### config.mk
export PLATFORM = sky130hd
export DESIGN_NAME = macc_pipe
export DESIGN_NICKNAME = d
export VERILOG_FILES = /design/src/rtl/macc_pipe.sv
export SDC_FILE = /design/constraint.sdc
export NUM_CORES = 1
export LEC_CHECK = 0
export ABC_AREA = 1
export BUFFER_PORTS_ARGS = -buffer_cell sky130_fd_sc_hd__buf_2
export CELL_PAD_IN_SITES_DETAIL_PLACEMENT = 2
export CELL_PAD_IN_SITES_GLOBAL_PLACEMENT = 2
export CORE_AREA = 2 2 136 138
export CTS_CLUSTER_DIAMETER = 60
export CTS_CLUSTER_SIZE = 20
export DETAILED_ROUTE_END_ITERATION = 7
export DIE_AREA = 0 0 138 140
export PLACE_DENSITY = 0.83
export SYNTH_ARGS = -nofsm -noshare
export SYNTH_HDL_FRONTEND = slang
export SYNTH_SLANG_ARGS = --single-unit
### constraint.sdc
create_clock -name Clk -period 4.8 [get_ports Clk]
set_clock_uncertainty 0.1 [all_clocks]
set_input_delay 0.72 -clock Clk [delete_from_list [all_inputs] [get_ports Clk]]
set_output_delay 0.72 -clock Clk [all_outputs]
set_load 0.005 [all_outputs]
### src/rtl/macc_pipe.sv
// macc_pipe: three-stage pipelined multiply-accumulate unit with a valid
// handshake, global clock enable, signed/unsigned operation, optional
// saturation and a sticky overflow flag that clears on each sload beat.
module macc_pipe #(
  parameter int A_W      = 8,
  parameter int B_W      = 8,
  parameter int ACC_W    = 24,
  parameter int SIGNED   = 0,
  parameter int SATURATE = 1
) (
  input  logic             Clk,
  input  logic             aclr_n,
  input  logic             clken,
  input  logic             in_valid,
  input  logic             sload,
  input  logic [A_W-1:0]   dataa,
  input  logic [B_W-1:0]   datab,
  output logic             out_valid,
  output logic [ACC_W-1:0] adder_out,
  output logic             overflow
);

  localparam int P_W = A_W + B_W;

  // Clamp values: unsigned ceiling, signed ceiling and signed floor.
  localparam logic [ACC_W-1:0] UMAX = {ACC_W{1'b1}};
  localparam logic [ACC_W-1:0] SMAX = {1'b0, {(ACC_W-1){1'b1}}};
  localparam logic [ACC_W-1:0] SMIN = {1'b1, {(ACC_W-1){1'b0}}};

  // Stage 1 registers
  logic [A_W-1:0]   a_q;
  logic [B_W-1:0]   b_q;
  logic             s1_valid_q;
  logic             s1_sload_q;

  // Stage 2 registers
  logic [ACC_W-1:0] prod_q;
  logic             s2_valid_q;
  logic             s2_sload_q;

  // Stage 3 registers (accumulator drives adder_out directly)
  logic [ACC_W-1:0] acc_q, acc_d;
  logic             out_valid_q, out_valid_d;
  logic             ovf_q, ovf_d;

  // Product and its extension to accumulator width
  logic [P_W-1:0]   prod_raw;
  logic [ACC_W-1:0] prod_ext;

  // Accumulate arithmetic
  logic [ACC_W:0]   sum_w;
  logic             same_sign;
  logic             ovf_hit;
  logic [ACC_W-1:0] sat_val;

  // Stage 1: capture operands and tags.
  always_ff @(posedge Clk or negedge aclr_n) begin
    if (!aclr_n) begin
      a_q        <= '0;
      b_q        <= '0;
      s1_valid_q <= 1'b0;
      s1_sload_q <= 1'b0;
    end else if (clken) begin
      a_q        <= dataa;
      b_q        <= datab;
      s1_valid_q <= in_valid;
      s1_sload_q <= sload;
    end
  end

  // Operands are widened to the full product width before multiplying so
  // the low P_W bits of the product are exact in both modes.
  generate
    if (SIGNED != 0) begin : g_signed
      assign prod_raw = P_W'($signed(a_q)) * P_W'($signed(b_q));
      assign prod_ext = ACC_W'($signed(prod_raw));
    end else begin : g_unsigned
      assign prod_raw = P_W'(a_q) * P_W'(b_q);
      assign prod_ext = ACC_W'(prod_raw);
    end
  endgenerate

  // Stage 2: register the extended product and forward the tags.
  always_ff @(posedge Clk or negedge aclr_n) begin
    if (!aclr_n) begin
      prod_q     <= '0;
      s2_valid_q <= 1'b0;
      s2_sload_q <= 1'b0;
    end else if (clken) begin
      prod_q     <= prod_ext;
      s2_valid_q <= s1_valid_q;
      s2_sload_q <= s1_sload_q;
    end
  end

  // Stage 3 next state: load, accumulate with overflow detection, or hold
  // on a bubble. Clamp direction follows the sign of the incoming product.
  always_comb begin
    sum_w     = {1'b0, acc_q} + {1'b0, prod_q};
    same_sign = (acc_q[ACC_W-1] == prod_q[ACC_W-1]);
    if (SIGNED != 0) begin
      ovf_hit = same_sign && (sum_w[ACC_W-1] != acc_q[ACC_W-1]);
      sat_val = prod_q[ACC_W-1] ? SMIN : SMAX;
    end else begin
      ovf_hit = sum_w[ACC_W];
      sat_val = UMAX;
    end

    acc_d       = acc_q;
    ovf_d       = ovf_q;
    out_valid_d = s2_valid_q;

    if (s2_valid_q) begin
      if (s2_sload_q) begin
        acc_d = prod_q;
        ovf_d = 1'b0;
      end else if (ovf_hit) begin
        acc_d = (SATURATE != 0) ? sat_val : sum_w[ACC_W-1:0];
        ovf_d = 1'b1;
      end else begin
        acc_d = sum_w[ACC_W-1:0];
      end
    end
  end

  // Stage 3 registers: accumulator, output valid and sticky overflow.
  always_ff @(posedge Clk or negedge aclr_n) begin
    if (!aclr_n) begin
      acc_q       <= '0;
      out_valid_q <= 1'b0;
      ovf_q       <= 1'b0;
    end else if (clken) begin
      acc_q       <= acc_d;
      out_valid_q <= out_valid_d;
      ovf_q       <= ovf_d;
    end
  end

  assign adder_out = acc_q;
  assign out_valid = out_valid_q;
  assign overflow  = ovf_q;

endmodule

=== Word level (Yosys, flattened, before mapping) ===
Index checks and enable logic that the tools add are counted.

* Memory bits (read-only): 0
* Input port bits: 21
* Word-level logic and storage cells: 19
* Bits in latches: 0
* Memories: 0
* Memory bits (writable): 0
* Output and inout bits: 26
* Register bits after elaboration: 62

* Mux-type cells: 4
* Reduce and logical (&&, ||, !) cells: 3
* Add/subtract/negate cells: 1
* Shift operators: 0
* Multiply operators: 1
* Divide/modulo/power cells: 0
* Bitwise gates (word level): 0
* Eq/ne operators: 0
* Order comparisons: 0

{| class="wikitable"
|+ Operators with widths
! kind !! count
|-
| $mux 24 || 2
|-
| $add 24x16->25 || 1
|-
| $mul 8x8->16 || 1
|-
| $reduce_and 3->1 || 1
|-
| $mux 1 || 2
|-
| $reduce_and 2->1 || 1
|-
| $reduce_bool 2->1 || 1
|}

=== Logic depth before layout (Yosys ltp) ===
Gate-level depths: netlist of the first run.

* Word-level depth: 3
* Mapped depth: 19
* Depth with buffers taken out: 18

=== Worst setup path after synthesis of the first run ===
OpenSTA, ideal clock, no wires.

* Kind: flip-flop to flip-flop
* Start: register b_q[7]
* End: register prod_q[9]
* Setup slack: 0.671 ns
* Arrival time: 3.947 ns
* Stages on the path, launching flop included: 16
* Buffers on the path: 1
* Library setup time: 0.082 ns
* Data required time: 4.618 ns
* Period minus slack after synthesis: 4.129 ns
* Cells stage by stage: dfrtp_1 > clkbuf_1 > nand2_1 > fa_1 > fa_1 > inv_1 > fa_1 > inv_1 > fa_1 > inv_1 > ha_1 > nand2_1 > o21ai_0 > a21oi_1 > or2_2 > a31oi_1

* Cells in the longest elaborated chain, start to end: 1

{| class="wikitable"
|+ Ends and longest elaborated chain
! what !! line !! text
|-
| from (decl) || 32 || <nowiki>logic [B_W-1:0] b_q;</nowiki>
|-
| from (signal assigned) || 65 || <nowiki>b_q <= datab;</nowiki>
|-
| $mul 8x8->16 || 78 || <nowiki>assign prod_raw = P_W'(a_q) * P_W'(b_q);</nowiki>
|-
| to (signal assigned) || 90 || <nowiki>prod_q <= prod_ext;</nowiki>
|-
| to (decl) || 37 || <nowiki>logic [ACC_W-1:0] prod_q;</nowiki>
|}

Every way passes these cells.
A chain may end at the register's enable or synchronous reset.

=== Worst setup path after layout of the first run ===
* Start: register b_q[4]
* End: register prod_q[11]

Same word-level chain as after synthesis.

==> results of run 1 <==
-- layout by cell type, fill, tap and decap left out, drive strengths merged --
| master | synthesis | layout |
|---|---|---|
| nand3 | 44 | 44 |
| o21ai | 40 | 40 |
| a31oi | 4 | 4 |
| a21oi | 26 | 26 |
| xnor2 | 9 | 9 |
| nor2 | 48 | 48 |
| nand4 | 10 | 10 |
| nand3b | 6 | 6 |
| dfrtp | 62 | 62 |
| o21bai | 2 | 2 |
| buf | 1 | 49 |
| nor3 | 4 | 4 |
| inv | 183 | 184 |
| o21a | 2 | 2 |
| clkbuf | 28 | 9 |
| or2 | 2 | 2 |
| ha | 52 | 52 |
| clkinvlp | 0 | 1 |
| fa | 37 | 37 |
| xor2 | 5 | 5 |
| clkinv | 0 | 4 |
| and2 | 2 | 2 |
| a21o | 1 | 1 |
| nand2 | 354 | 354 |
| bufinv | 0 | 1 |
-- worst reg2reg max path, cell delays in order (launching register included) --
cell and delay [ns]:
dfrtp_1 0.51, nand2_1 0.12, inv_1 0.07, fa_1 0.44
inv_1 0.10, fa_1 0.47, fa_1 0.51, fa_1 0.56
inv_1 0.06, ha_1 0.40, a21oi_1 0.31, nand2_1 0.18
nand3_1 0.12, nand2_1 0.07, or2_2 0.27, nand3_1 0.09
o21ai_0 0.10
-- per-layer routing --
| layer | vias up | global-route usage (%) | share of wire, % |
|---|---|---|---|
| met5 | - | 0 | 0 |
| met4 | 0 | 8.432 | 2.6 |
| met3 | 39 | 2.906 | 1.9 |
| met2 | 84 | 46.30 | 55 |
| met1 | 2995 | 27.84 | 41 |
| li1 | 2842 | - | - |
-- kinds of logic (layout without fill, tap and decap cells) --
logic type / count (synthesis) / count (layout) / synth area share (%)
buf+inv: 212 / 248 / 12.96
xor+xnor: 14 / 14 / 1.981
compound gates: 75 / 75 / 6.408
simple gates: 470 / 470 / 31.11
flops: 62 / 62 / 25.07
fa+ha+maj: 89 / 89 / 22.48
-- metrics by stage --
step                      setup WS, ns  area (um^2)  std cells  total power [mW]  hold slack [ns]
after floorplan                 0.6709         6190        922             2.250           0.3244
after global placement          0.3714         6619       1171             2.839           0.3536
after detailed placement        0.2712         6619       1171             2.962           0.3679
after CTS                      0.06490         6918       1187             3.724           0.3606
after global routing         -0.007517         6934       1187             4.055           0.3862
final                           0.1706         6934       1187             3.699           0.3412
-- sequential cells by signal, summed over array words and instances, names as in the netlist, 8 cells and up --
register   flops
a_q            8
adder_out     24
b_q            8
prod_q        16
-- power by group --
group,total (mW),switching (mW),leakage [nW],internal [mW]
logic,2.18,1.42,3.24,0.757
registers,0.839,0.181,0.775,0.658
clock network,0.683,0.280,0.146,0.404
-- area by class of cell --
class | count | area, um^2 | area share (%)
clock buffer | 9 | 225.2 | 3.248
clock inverter | 7 | 73.82 | 1.065
inverter | 183 | 691.9 | 9.978
multi-input combinational | 648 | 3845 | 55.45
sequential | 62 | 1559 | 22.48
tap | 229 | 286.5 | 4.132
timing repair buffer | 49 | 252.7 | 3.645
-- worst max path at each step --
stage | endpoint | start | depth (start not counted)
CTS | prod_q[14] | a_q[0] | 16
global route | prod_q[11] | b_q[2] | 16
global placement | prod_q[12] | a_q[0] | 15
detailed placement | prod_q[11] | a_q[1] | 16
finish | prod_q[11] | b_q[4] | 16
floorplan | prod_q[9] | b_q[7] | 15
-- timing repair --
action | in CTS | in global routing
endpoints found under the setup margin | 0 | 7
hold endpoints to repair | 0 | 0
hold buffers | 0 | 0
buffers inserted | 0 | 0
gates resized for setup | 0 | 9
==> run summary, run 1 <==
status -> finished, final reports clean
MaxCap Viol Count -> 0
hpwl dp -> 17.21 mm
Synth area leader -> dfrtp_1
worst path bufs/invs -> 3
later-pin clock latency in the skew report -> 0.35 ns
YS warnings -> 0
top-count cell post-synth -> nand2_1
sequential area share after synthesis -> 25.07%
Residual DRC -> 0
final-report hold violation count -> 0
max-slew violations -> 0
maximum net fanout on the critical path -> 9
Port Buffer Count -> 46
CTS Buf Count -> 9
total number of vias -> 5960
synth cell count leaders -> 349 x nand2_1, 182 x inv_1, 62 x dfrtp_1
Critical Path RT -> 4.90 ns
io pins -> 47
via density per instance -> 5.021
most used cell, CP -> fa_1
Fmax -> 216.0 MHz
crit-path cells -> nand2_1 > inv_1 > fa_1 > inv_1 > fa_1 > fa_1 > fa_1 > inv_1 > ha_1 > a21oi_1 > nand2_1 > nand3_1 > nand2_1 > or2_2 > nand3_1 > o21ai_0
Fill cells -> 2204
gate count of the mapped netlist -> 922
r2r setup slk -> 0.17 ns
final setup vio count -> 0
reg2reg path depth -> 16
global route overflow -> 0
Worst Max-Slew Pin Slew -> 1.008 ns
share of the synthesized area in the top cell type -> 25.07%
largest net degree at the start of global routing -> 45
area growth from synthesis to layout -> 12.03%
WL/cell -> 19.00 um
Cell Area, Synth -> 0.006190 mm^2
worst setup path category -> flip-flop to flip-flop
Yosys reg bits -> 62
vias in the first global route -> 6831
DRT Wirelength -> 22.55 mm
GRT Total Usage -> 24.23%
CP Capture Type -> flip-flop
post-synthesis area per instance -> 6.713 um^2
Leakage Power -> 4.159 nW
Fin Setup TNS -> 0 ns
synth top area cells -> dfrtp_1 25%, nand2_1 21%, fa_1 12%, inv_1 11%, ha_1 11%
Post-DRT Antenna Nets -> 0
Root Buffer -> clkbuf_16
DRT Pass-1 Iters -> 4
gpl congestion -> 0.8808
ant diodes -> 0
fin crit share -> 96.45%
slew margin rel. -> 32.76%
Critical Path Max Stage Delay -> 0.56 ns
Most used DFF post-synth -> dfrtp_1
pwr dens -> 533.5 mW/mm^2
initial antenna violation count -> 0
r2r startpoint -> b_q[4]
CTS tree -> built
Die Span Y -> 140 um
layout cells sized above 1 -> 8.768%
CTS clk-pin slew, worst paths -> 0.06 ns
Worst setup SP type -> flip-flop
arrival time worst endpoint -> 4.73 ns
H-tree depth -> 3
minimum clock period after layout -> 4.629 ns
die width -> 138 um
Clock Tree Buf Depth -> 2
die area -> 0.01932 mm^2
CTS Sinks -> 62
Iter 0 DRT Violations -> 247
Worst VDD drop -> 203.5 uV
global-route wire length before repair -> 36.74 mm
Worst Hold Class -> input pin to asynchronous set/reset pin
NumNets Final -> 1063
core footprint -> 0.01778 mm^2
count of flip-flops with a built-in enable after synthesis -> 0
FP Rows -> 49
CP top delay family -> adder cells
reg-to-reg endpoint -> prod_q[11]
syn nets -> 1032
Post-synth ARST share -> 100.0%
starting density of the core -> 34.81%
Worst path slowest cell -> fa_1
fin util -> 39.00%
Netlist cell types -> 30
(Power assumes the default switching activity.)
==> inputs of run 2 (changes only) <==
--- a/config.mk
+++ b/config.mk
@@ -10,6 +10,7 @@
 export CELL_PAD_IN_SITES_DETAIL_PLACEMENT = 2
 export CELL_PAD_IN_SITES_GLOBAL_PLACEMENT = 2
 export CORE_AREA = 2 2 136 138
+export CTS_BUF_LIST = sky130_fd_sc_hd__clkbuf_4
 export CTS_CLUSTER_DIAMETER = 60
 export CTS_CLUSTER_SIZE = 20
 export DETAILED_ROUTE_END_ITERATION = 7
==> run summary, run 2 (synthesized netlist as in run 1, its figures left out) <==
CTS Buf Count -> 9
max-slew violations -> 0
later-pin clock latency in the skew report -> 0.50 ns
fin crit share -> 95.28%
Critical Path RT -> 5.06 ns
area growth from synthesis to layout -> 9.339%
max reg flops -> 24
hold_buf cts -> 0
worst path bufs/invs -> 3
Worst Hold Class -> input pin to asynchronous set/reset pin
total number of vias -> 5905
starting density of the core -> 34.81%
Leakage Power -> 4.095 nW
Pwr Total -> 3.369 mW
largest net degree at the start of global routing -> 45
Worst VDD drop -> 196.9 uV
status -> finished, final reports clean
NumNets Final -> 1063
MaxCap Viol Count -> 0
minimum clock period after layout -> 4.574 ns
arrival time worst endpoint -> 4.83 ns
final worst slack -> 0.2264 ns
gpl congestion -> 0.8808
Critical Path Max Stage Delay -> 0.56 ns
hpwl dp -> 17.21 mm
global-route wire length before repair -> 35.27 mm
io pins -> 47
DRT Wirelength -> 21.49 mm
worst setup path category -> flip-flop to flip-flop
FP Rows -> 49
initial antenna violation count -> 1
core footprint -> 0.01778 mm^2
die width -> 138 um
via density per instance -> 4.971
commonest non-fill, non-tap cell in the layout -> nand2_1
DRT Pass-1 Iters -> 4
GRT Total Usage -> 23.24%
Worst Max-Slew Pin Slew -> 0.9892 ns
WHS -> 0.1781 ns
layout cells sized above 1 -> 8.142%
Iter 0 DRT Violations -> 288
crit-path cells -> nand2_1 > inv_1 > fa_1 > inv_1 > fa_1 > fa_1 > fa_1 > inv_1 > ha_1 > a21oi_2 > nand2_1 > nand3_1 > nand2_1 > or2_2 > nand3_1 > o21ai_0
global route overflow -> 0
CP Capture Type -> flip-flop
CTS tree -> built
Residual DRC -> 0
Setup Buffers After CTS -> 0
DP Worst Slack -> 0.2712 ns
Clock Tree Buf Depth -> 2
vias in the first global route -> 6672
final setup vio count -> 0
most frequent cells in the layout -> 349 x nand2_1, 182 x inv_1, 61 x dfrtp_1
pwr dens -> 497.8 mW/mm^2
die area -> 0.01932 mm^2
Worst path slowest cell -> fa_1
Fin Setup TNS -> 0 ns
CTS clk-pin slew, worst paths -> 0.13 ns
Port Buffer Count -> 46
CP top delay family -> adder cells
Die Span Y -> 140 um
post_cts resized -> 0
Post-DRT Antenna Nets -> 0
most used cell, CP -> fa_1
CTS Sinks -> 62
H-tree depth -> 3
RSZ-0062 raised after global routing -> false
maximum net fanout on the critical path -> 9
Fmax -> 218.6 MHz
final-report hold violation count -> 0
slew margin rel. -> 33.98%
Worst setup SP type -> flip-flop
Root Buffer -> clkbuf_4
WL/cell -> 18.09 um
-- run 2: worst paths after layout --
check                           from  slack [ns]           end  cells after the start
setup / recovery              b_q[4]        0.23    prod_q[11]                     16
hold / removal                aclr_n        0.18  adder_out[5]                      1
setup reg to reg              b_q[4]        0.23    prod_q[11]                     16
hold reg to reg            out_valid        0.39     out_valid                      2
max in group asynchronous     aclr_n        3.42        a_q[0]                      2
min in group Clk            in_valid        0.32    s1_valid_q                      3
-- run 2: worst register-to-register path, cell delays in order (launching register included) --
cell and delay (ns):
dfrtp_1 0.54, nand2_1 0.15, inv_1 0.09, fa_1 0.45
inv_1 0.11, fa_1 0.43, fa_1 0.49, fa_1 0.56
inv_1 0.06, ha_1 0.40, a21oi_2 0.25, nand2_1 0.16
nand3_1 0.12, nand2_1 0.07, or2_2 0.27, nand3_1 0.09
o21ai_0 0.10
-- run 2: area by class of cell --
type                    instances  area, um^2
fillers                      2222       11010
multi-input cells             648        3840
well taps                     229       286.5
flip-flops and latches         62        1553
clock inverters                 7       73.82
inverters                     183       691.9
diodes                          1       2.502
repair buffers                 49       252.7
clock buffers                   9       67.56
-- run 2: routing by layer --
| metal | share of wire (%) | global-route usage (%) |
|---|---|---|
| met4 | 3.1 | 9.560 |
| met1 | 42 | 27.46 |
| met3 | 2.1 | 2.154 |
| met2 | 53 | 43.25 |
| met5 | 0 | 0 |
-- run 2: where the power goes --
group	internal, mW	switching (mW)
Combinational	0.752	1.37
Sequential	0.655	0.181
Clock	0.160	0.252
Total	1.57	1.80
-- run 2: through the flow --
step / cell area [um^2] / cells / utilization [%]
2_1_floorplan: 6190 / 922 / -
3_3_place_gp: 6619 / 1171 / 37.23
3_5_place_dp: 6619 / 1171 / 37.23
4_1_cts: 6760 / 1187 / 38.02
5_1_grt: 6768 / 1188 / 38.06
6_report: 6768 / 1188 / 38.06
==> inputs of run 3 (changes only) <==
--- a/config.mk
+++ b/config.mk
@@ -5,16 +5,16 @@
 export SDC_FILE = /design/constraint.sdc
 export NUM_CORES = 1
 export LEC_CHECK = 0
-export ABC_AREA = 1
+export ABC_AREA = 0
 export BUFFER_PORTS_ARGS = -buffer_cell sky130_fd_sc_hd__buf_2
 export CELL_PAD_IN_SITES_DETAIL_PLACEMENT = 2
 export CELL_PAD_IN_SITES_GLOBAL_PLACEMENT = 2
-export CORE_AREA = 2 2 136 138
+export CORE_AREA = 2 2 121 123
 export CTS_BUF_LIST = sky130_fd_sc_hd__clkbuf_4
 export CTS_CLUSTER_DIAMETER = 60
 export CTS_CLUSTER_SIZE = 20
 export DETAILED_ROUTE_END_ITERATION = 7
-export DIE_AREA = 0 0 138 140
+export DIE_AREA = 0 0 123 125
 export PLACE_DENSITY = 0.83
 export SYNTH_ARGS = -nofsm -noshare
 export SYNTH_HDL_FRONTEND = slang
==> run summary, run 3 <==
WHS -> 0.2917 ns
MaxCap Viol Count -> 0
Worst setup SP type -> flip-flop
CTS clk-pin slew, worst paths -> 0.12 ns
Worst VDD drop -> 217.8 uV
register area -> 0.001562 mm^2
starting density of the core -> 39.06%
final setup vio count -> 0
final worst slack -> 0.1993 ns
DP Worst Slack -> 0.04106 ns
max-slew violations -> 0
area occupied by multi-input gates -> 0.003731 mm^2
DRT Wirelength -> 16.40 mm
Die Span Y -> 125 um
max reg flops -> 24
Fmax -> 217.4 MHz
Sw Pwr -> 1.996 mW
die width -> 123 um
Iter 0 DRT Violations -> 163
Leakage Power -> 2.966 nW
crit-path cells -> buf_4 > nand2_1 > fa_1 > fa_1 > inv_1 > fa_1 > inv_1 > fa_1 > inv_1 > ha_1 > o21ai_0 > nand2b_1 > a31oi_2 > o211ai_1 > and4b_1 > a211o_1
Netlist cell types -> 54
top-count cell post-synth -> dfrtp_1
Yosys reg bits -> 62
initial antenna violation count -> 0
Worst path slowest cell -> fa_1
Critical Path RT -> 5.08 ns
CTS tree -> built
Worst Max-Slew Pin Slew -> 1.023 ns
DRT Pass-1 Iters -> 4
Synth area leader -> dfrtp_1
most used cell, CP -> fa_1
ant diodes -> 0
Root Buffer -> clkbuf_4
syn nets -> 697
layout cells sized above 1 -> 18.48%
io pins -> 47
vias in the first global route -> 5260
gate count of the mapped netlist -> 587
Port Buffer Count -> 46
minimum clock period after layout -> 4.601 ns
sequential area share after synthesis -> 27.97%
CP Capture Type -> flip-flop
global-route wire length before repair -> 27.21 mm
final-report hold violation count -> 0
via density per instance -> 5.527
synth top area cells -> dfrtp_1 28%, fa_1 13%, ha_1 12%, and2_1 5.5%, mux2_2 5.5%
Clk network pwr share -> 11.0%
H-tree depth -> 3
WL/cell -> 19.81 um
Residual DRC -> 0
post-synthesis area per instance -> 9.451 um^2
synth cell count leaders -> 62 x dfrtp_1, 56 x inv_1, 54 x nand2_1
NumNets Final -> 749
die area -> 0.01538 mm^2
Net Sw Frac -> 48.94%
count of flip-flops with a built-in enable after synthesis -> 0
slew margin rel. -> 31.77%
largest net degree at the start of global routing -> 63
fin util -> 43.81%
FP Rows -> 44
later-pin clock latency in the skew report -> 0.49 ns
fin crit share -> 95.85%
Post-synth ARST share -> 100.0%
Post-DRT Antenna Nets -> 0
Fin Setup TNS -> 0 ns
area growth from synthesis to layout -> 12.16%
Critical Path Max Stage Delay -> 0.55 ns
Cell Area, Synth -> 0.005548 mm^2
arrival time worst endpoint -> 4.88 ns
hpwl dp -> 12.57 mm
global route overflow -> 0
Pint -> 2.082 mW
most frequent cells in the layout -> 56 x inv_1, 54 x nand2_1, 54 x dfrtp_1
gpl congestion -> 0.8581
core footprint -> 0.01420 mm^2
GRT Total Usage -> 22.80%
YS warnings -> 0
Pwr Total -> 4.079 mW
Fill cells -> 1560
pwr dens -> 655.5 mW/mm^2
CTS Buf Count -> 9
Worst Hold Class -> input pin to asynchronous set/reset pin
commonest non-fill, non-tap cell in the layout -> inv_1
part of the power in registers -> 21.0%
hold_buf cts -> 0
maximum net fanout on the critical path -> 4
status -> finished, final reports clean
Clock Tree Buf Depth -> 2
RSZ-0062 raised after global routing -> false
Most used DFF post-synth -> dfrtp_1
CTS Sinks -> 62
total number of vias -> 4576
combinational power share -> 68.0%
worst setup path category -> flip-flop to flip-flop
share of the synthesized area in the top cell type -> 27.97%
run 3: cell count changes after synthesis, sizes merged, moves of 7 or more:
cell	delta
o311ai	+8
clkbuf	-12
a21o	+7
a211oi	+9
nand2	-300
inv	-127
nor2	-25
nand2b	+9
nand3	-36
and2	+47
o21ai	-9
mux2	+27
o31ai	+7
run 3: final timing paths:
kind | start | depth (start not counted) | endpoint | slack [ns]
setup / recovery | b_q[5] | 16 | prod_q[14] | 0.20
hold / removal | aclr_n | 2 | a_q[7] | 0.29
setup reg to reg | b_q[5] | 16 | prod_q[14] | 0.20
hold reg to reg | s1_sload_q | 2 | s2_sload_q | 0.39
max in group asynchronous | aclr_n | 2 | a_q[3] | 3.69
min in group Clk | datab[6] | 2 | b_q[6] | 0.37
run 3: logic make-up (layout without fill, tap and decap cells):
group           after synthesis  after routing  synth area share (%)
fa+ha+maj                    89             89                 25.08
compound gates              132            132                 16.10
mux                          27             27                 5.480
buf+inv                      74            131                 5.052
xor+xnor                     19             19                 3.000
simple gates                184            184                 17.32
flops                        62             62                 27.97
run 3: repair_timing:
item                       in CTS  in global routing
setup buffers                   0                  7
gates resized for setup         0                 11
setup endpoints to repair       0                  3
hold endpoints to repair        0                  0
run 3: layout make-up:
type                            instances  area share, %
Sequential cell                        62          25.10
Tap cell                              184          3.700
Inverter                               56          3.378
Timing Repair Buffer                   59          5.349
Clock inverter                          5          1.186
Multi-Input combinational cell        451          59.96
Clock buffer                           11          1.327
run 3: metrics by stage:
step	instances	area, um^2
after floorplan	587	5548
after global placement	805	5987
after detailed placement	805	5987
after CTS	821	6143
after global routing	828	6222
final	828	6222
run 3: critical path: cells and delay by family, from the launching register on:
| kind | cells | cell delay (ns) |
|---|---|---|
| adders and majority gates | 5 | 2.39 |
| and+or+nand+nor | 3 | 0.42 |
| buffers and inverters | 4 | 0.31 |
| DFF | 1 | 0.44 |
| AOI/OAI and AO/OA | 4 | 0.82 |
run 3: routing by layer:
layer | vias up | wire length [um] | global-route usage, %
met4 | 0 | 281 | 7.888
met3 | 18 | 344 | 3.193
met2 | 54 | 8712 | 41.21
met1 | 2340 | 7064 | 27.31
met5 | - | 0 | 0
li1 | 2164 | - | -
run 3: power by group through the flow:
stage	logic [mW]	clock network [mW]	registers (mW)
floorplan	1.99	0	0.810
global placement	2.51	0	0.852
detailed placement	2.71	0	0.874
CTS	2.75	0.460	0.863
global route	3.14	0.476	0.887
finish	2.77	0.449	0.858
